### src/rtl/sync_frame_deserializer.sv
// Frame capture stage behind the 10000001 sync detector: after each sync it
// shifts in a WIDTH-bit MSB-first payload plus an even-parity bit and presents it.
module sync_frame_deserializer #(
    parameter int WIDTH = 8,
    parameter int CNT_W = 8
) (
    input  logic             clk,
    input  logic             rst,
    input  logic             J,
    input  logic             Y,
    output logic [WIDTH-1:0] data_out,
    output logic             valid,
    output logic             parity_err,
    output logic             resync,
    output logic             busy,
    output logic [CNT_W-1:0] frame_cnt
);

    localparam int BC_W = $clog2(WIDTH + 1);

    typedef enum logic [1:0] {
        HUNT  = 2'd0,
        SHIFT = 2'd1,
        PAR   = 2'd2
    } state_t;

    state_t           state_r, state_nx_s;
    logic [WIDTH-1:0] sr_r, sr_nx_s;
    logic [BC_W-1:0]  bc_r, bc_nx_s;
    logic             p_r, p_nx_s;
    logic [WIDTH-1:0] data_nx_s;
    logic             valid_nx_s;
    logic             perr_nx_s;
    logic             resync_nx_s;
    logic             busy_nx_s;
    logic [CNT_W-1:0] cnt_nx_s;

    function automatic logic parity_step(input logic acc, input logic bit_in);
        return acc ^ bit_in;
    endfunction

    // Next-state and next-output logic; a sync always restarts capture, whatever the state.
    always_comb begin
        state_nx_s  = state_r;
        sr_nx_s     = sr_r;
        bc_nx_s     = bc_r;
        p_nx_s      = p_r;
        data_nx_s   = data_out;
        valid_nx_s  = 1'b0;
        perr_nx_s   = parity_err;
        resync_nx_s = 1'b0;
        cnt_nx_s    = frame_cnt;
        if (Y) begin
            sr_nx_s     = {sr_r[WIDTH-2:0], J};
            bc_nx_s     = BC_W'(1);
            p_nx_s      = J;
            state_nx_s  = SHIFT;
            resync_nx_s = (state_r != HUNT) ? 1'b1 : 1'b0;
        end else begin
            case (state_r)
                HUNT: begin
                    state_nx_s = HUNT;
                end
                SHIFT: begin
                    sr_nx_s = {sr_r[WIDTH-2:0], J};
                    bc_nx_s = bc_r + BC_W'(1);
                    p_nx_s  = parity_step(p_r, J);
                    if (bc_nx_s == BC_W'(WIDTH)) begin
                        state_nx_s = PAR;
                    end else begin
                        state_nx_s = SHIFT;
                    end
                end
                PAR: begin
                    data_nx_s  = sr_r;
                    perr_nx_s  = parity_step(p_r, J);
                    valid_nx_s = 1'b1;
                    state_nx_s = HUNT;
                    // Bad-parity frames are still presented but not counted.
                    if (!perr_nx_s) begin
                        cnt_nx_s = frame_cnt + CNT_W'(1);
                    end else begin
                        cnt_nx_s = frame_cnt;
                    end
                end
                default: begin
                    state_nx_s = HUNT;
                end
            endcase
        end
        busy_nx_s = (state_nx_s != HUNT) ? 1'b1 : 1'b0;
    end

    // State, datapath and registered outputs with asynchronous clear.
    always_ff @(posedge clk or posedge rst) begin
        if (rst) begin
            state_r    <= HUNT;
            sr_r       <= '0;
            bc_r       <= '0;
            p_r        <= 1'b0;
            data_out   <= '0;
            valid      <= 1'b0;
            parity_err <= 1'b0;
            resync     <= 1'b0;
            busy       <= 1'b0;
            frame_cnt  <= '0;
        end else begin
            state_r    <= state_nx_s;
            sr_r       <= sr_nx_s;
            bc_r       <= bc_nx_s;
            p_r        <= p_nx_s;
            data_out   <= data_nx_s;
            valid      <= valid_nx_s;
            parity_err <= perr_nx_s;
            resync     <= resync_nx_s;
            busy       <= busy_nx_s;
            frame_cnt  <= cnt_nx_s;
        end
    end

endmodule
### config.mk
export PLATFORM = sky130hd
export DESIGN_NAME = sync_frame_deserializer
export DESIGN_NICKNAME = d
export VERILOG_FILES = /design/src/rtl/sync_frame_deserializer.sv
export SDC_FILE = /design/constraint.sdc
export NUM_CORES = 1
export LEC_CHECK = 0
export ABC_AREA = 1
export CORE_MARGIN = 1.5
export CORE_UTILIZATION = 47
export CTS_CLUSTER_SIZE = 28
export DETAILED_ROUTE_END_ITERATION = 8
export PLACE_DENSITY = 0.74
export SYNTH_ARGS = -nofsm -noshare
export SYNTH_HDL_FRONTEND = slang
export SYNTH_SLANG_ARGS = --single-unit
### constraint.sdc
create_clock -name clk -period 1.1 [get_ports clk]
set_input_delay 0.11 -clock clk [delete_from_list [all_inputs] [get_ports clk]]
set_output_delay 0.11 -clock clk [all_outputs]
set_load 0.02 [all_outputs]
# Yosys cells after proc, flatten, opt, wreduce, memory -nomap -nowiden
# Cells that the tools add are included.
[classes] addsub=2 n_eq_ne=3 n_mux=14 n_bitwise=3 n_reduce_logical=5
[op_table] operator="8-bit 2-to-1 mux" n=2
[op_table] operator="8-bit by 1-bit adder with 8-bit output, second input constant" n=1
[op_table] operator="4-bit 2-to-1 mux" n=2
[op_table] operator="1-bit 2-to-1 mux" n=7
[op_table] operator="2-bit 2-to-1 mux" n=3
[op_table] operator="2-bit nonzero test" n=3
[op_table] operator="4-bit by 1-bit adder with 4-bit output, second input constant" n=1
[op_table] operator="4-bit equality test, second input constant" n=1
[op_table] operator="3-bit AND reduction" n=1
[op_table] operator="2-bit by 1-bit equality test with 1-bit output, second input constant" n=1
[op_table] operator="2-bit equality test, second input constant" n=1
[op_table] operator="1-bit NOT" n=2
[op_table] operator="2-bit AND reduction" n=1
[op_table] operator="1-bit XOR" n=1
[word_totals] regBits=35 inputBits=4 out_inout_bits=20 elab_cells=37

# Logic depth before layout (Yosys ltp)
[depth] ltp_word=7 depth_mapped=7 mapped_depth_nobuf=7

# Worst setup path after synthesis
# Ideal clock, no wire load.
[synth_path] path_kind="reg2reg" start="register frame_cnt[1]" end="register frame_cnt[4]" setup_ns=0.117 t_arrival_ns=1.076 required_ns=0.983 setup_slack_ns=-0.093 path_stages_with_launch=6 synth_period_minus_slack_ns=1.193 cell_sequence="dfrtp_1 -> ha_1 -> nand3_1 -> xnor2_1 -> nand2_1 -> nand2_1"
[synth_via] elab_chain_len=1
[synth_lines] item="start: declaration" line_no="16" rtl="output logic [CNT_W-1:0] frame_cnt"
[synth_lines] item="start signal: assignment" line_no="117" rtl="frame_cnt <= cnt_nx_s;"
[synth_lines] item="8-bit by 1-bit adder with 8-bit output" line_no="81" rtl="cnt_nx_s = frame_cnt + CNT_W'(1);"
# No other way between the ends.
# A chain may end at the register's enable or synchronous reset.

# Worst setup path after layout
[layout_path] start="register frame_cnt[0]" end="register frame_cnt[4]"
# Same word-level chain as after synthesis.

==> flow_metrics.env <==
export IMPL_max_stage_delay_ns=0.43
export IMPL_drt_initial_drc_count=38
export IMPL_clockPowerShare=0.351
export IMPL_cts_hold_fix_buffers=0
export IMPL_clkTransAtPathRegs_ns=0.12
export IMPL_final_hold_viol_count=0
export IMPL_syn_num_nets=175
export IMPL_placedCellCount=246
export IMPL_port_buffers=23
export IMPL_fp_dieH_microns=60.5
export IMPL_tightest_slew_ns=0.330
export IMPL_p_comb_frac=0.191
export IMPL_fin_util=0.702
export IMPL_period_needed_ns=1.12
export IMPL_drt_wl_total_microns=3390
export IMPL_drive_gt1_frac=0.395
export IMPL_powerDensity_nw_per_um2=1530
export IMPL_grt_start_max_net_pins=36
export IMPL_endpoint_kind="flop"
export IMPL_crit_type="flop to flop"
export IMPL_grt_pass1_wl_microns=5490
export IMPL_die_w_microns=60.5
export IMPL_rsz0062_at_grt="yes"
export IMPL_critPathLaunchType="flop"
export IMPL_final_cells=264
export IMPL_pin_count=24
export IMPL_syn_inst=168
export IMPL_path_common_cell="nand2_1"
export IMPL_finalHoldWorstSlack_ns=0.104
export IMPL_htreeDepth=2
export IMPL_r2r_cells=5
export IMPL_worst_path_stages=5
export IMPL_clock_sinks=35
export IMPL_synth_cell_area_sq_um=1560
export IMPL_peakVddDrop_uv=1270
export IMPL_diodes=0
export IMPL_worst_path_buf_inv=0
export IMPL_tns_ns=-0.0344
export IMPL_layout_commonest_cell="nand2_1"
export IMPL_dpl_hpwl_microns=2110
export IMPL_slew_viol_final=0
export IMPL_clockBufferDepth=2
export IMPL_fin_nets=226
export IMPL_synth_enable_flop_cells=0
export IMPL_layout_common_cells="48 x nand2_1, 31 x dfrtp_1, 19 x buf_2"
export IMPL_antenna_left=0
export IMPL_synth_avg_cell_area_sq_um=9.26
export IMPL_max_cap_viol_count=0
export IMPL_grt_pass1_vias=1300
export IMPL_cts_tree="done"
export IMPL_root_buffer="clkbuf_4"
export IMPL_insertion_delay_ns=0.35
export IMPL_p_leak_nw=1.13
export IMPL_gp_congestion=0.777
export IMPL_p_int_w=0.00245
export IMPL_die_area_sq_um=3670
export IMPL_fin_area_sq_um=2180
export IMPL_initial_core_util=0.502
export IMPL_synth_flop_cell="dfrtp_1"
export IMPL_reg2reg_slack_ns=-0.02
export IMPL_cp_arrival_ns=1.36
export IMPL_drc=0
export IMPL_critPathTopFamily="flip-flops"
export IMPL_placed_area_sq_um=1960
export IMPL_path_max_fanout=4
export IMPL_ys_types=25
export IMPL_slew_headroom=0.779
export IMPL_p_switching_w=0.000879
export IMPL_violations="negative setup slack"
export IMPL_via_per_inst=4.78
export IMPL_fp_coreArea_sq_um=3100
export IMPL_required_ns=1.34
export IMPL_numCtsBuffers=5
export IMPL_fin_ws_ns=-0.0206
export IMPL_synthArstFlopShare=1.00
export IMPL_antenna_found_initial=0
export IMPL_yosys_warnings=0
export IMPL_fin_crit_sh=1.02
export IMPL_switching_share=0.264
export IMPL_holdCritPathClass="input port to async pin"
export IMPL_p_seq_frac=0.458
export IMPL_wl_per_cell_microns=12.8
export IMPL_finClkSkew_ns=0.0164
export IMPL_syn_to_final_growth_pct=40.0
export IMPL_setup_violations_final=4
export IMPL_drt_pre_antenna_iters=4
export IMPL_ys_ff_latch=35
export IMPL_fmax_mhz=892
export IMPL_status="complete, but fails checks"
export IMPL_vias=1263
export IMPL_ys_seq_area_frac=0.563
export IMPL_grt_usage=0.205
export IMPL_globalRouteOverflowTotal=0
export IMPL_cp_cell_sequence="ha_2 > nand3_1 > xnor2_1 > nand2_1 > nand2_1"
export IMPL_critPathSlowestCell="dfrtp_2"
export IMPL_rows=20
## flip-flops by register name, indices dropped and copies added (netlist names)
signal,cells
frame_cnt,8
valid,1
bc_r,4
state_r,2
resync,1
data_out,8
busy,1
parity_err,1
p_r,1
sr_r,8
## worst register-to-register path: stages (launching register included)
cell	delay, ns
dfrtp_2	0.43
ha_2	0.24
nand3_1	0.11
xnor2_1	0.13
nand2_1	0.05
nand2_1	0.04
## through the flow
step                setup WS (ns)  power, W
global placement           -0.129   0.00200
detailed placement         -0.181   0.00203
global route              -0.0961   0.00350
floorplan                 0.00595   0.00188
finish                    -0.0206   0.00333
CTS                      -0.00569   0.00325
## synthesized netlist by cell type (2+ instances only)
cell type / n / area share
o21ai_0: 2 / 0.0064
nor2_1: 7 / 0.017
o21ai_1: 17 / 0.055
nand3_1: 10 / 0.032
nand4_1: 2 / 0.0080
inv_1: 16 / 0.039
nand2_1: 54 / 0.13
inv_2: 2 / 0.0048
ha_1: 3 / 0.024
xnor2_1: 5 / 0.028
inv_4: 2 / 0.0080
dfrtp_1: 35 / 0.56
## power by group through the flow
stage / Sequential [W] / Clock [W] / Combinational, W
after floorplan: 0.00155 / 0 / 0.000332
after global placement: 0.00154 / 0 / 0.000462
after detailed placement: 0.00155 / 0 / 0.000485
after CTS: 0.00151 / 0.00118 / 0.000564
after global routing: 0.00154 / 0.00124 / 0.000717
final: 0.00152 / 0.00117 / 0.000635
## kinds of logic (layout without fill, tap and decap cells)
family / count (synthesis) / count (layout) / share of synthesized area
AND/OR/NAND/NOR: 77 / 77 / 0.217
flip-flops: 35 / 35 / 0.563
buffers and inverters: 23 / 75 / 0.0667
AO/OA/AOI/OAI: 22 / 22 / 0.0748
XOR/XNOR: 8 / 8 / 0.0547
adder cells (fa/ha/maj): 3 / 3 / 0.0241
## final cells by class
type                            count  area [sq um]
Fill cell                         262           925
Sequential cell                    35           881
Multi-Input combinational cell    110           669
Timing Repair Buffer               47           388
Inverter                           20          80.1
Clock inverter                      3          67.6
Tap cell                           44          55.1
Clock buffer                        5          37.5
## routing by layer
metal | GRT usage | vias up | wire length, microns
met5 | 0 | - | 0
met4 | 0.0652 | 0 | 41
met3 | 0.0576 | 6 | 159
met2 | 0.382 | 36 | 1810
met1 | 0.227 | 594 | 1380
li1 | - | 627 | -
## timing repair
item                                   CTS  global route
setup endpoints to repair               23            31
pin swaps                                2             7
endpoints found under the hold margin    0             0
buffers inserted                         6             2
gates cloned                             0             2
resized for setup                       79            29
## worst paths after layout
kind / startpoint / to
hold / removal: rst / frame_cnt[3]
hold reg to reg: sr_r[0] / sr_r[1]
max in group asynchronous: rst / frame_cnt[7]
setup / recovery: frame_cnt[0] / frame_cnt[4]
min in group clk: Y / resync
setup reg to reg: frame_cnt[0] / frame_cnt[4]
Note: power is estimated with default switching activity, not from simulation.
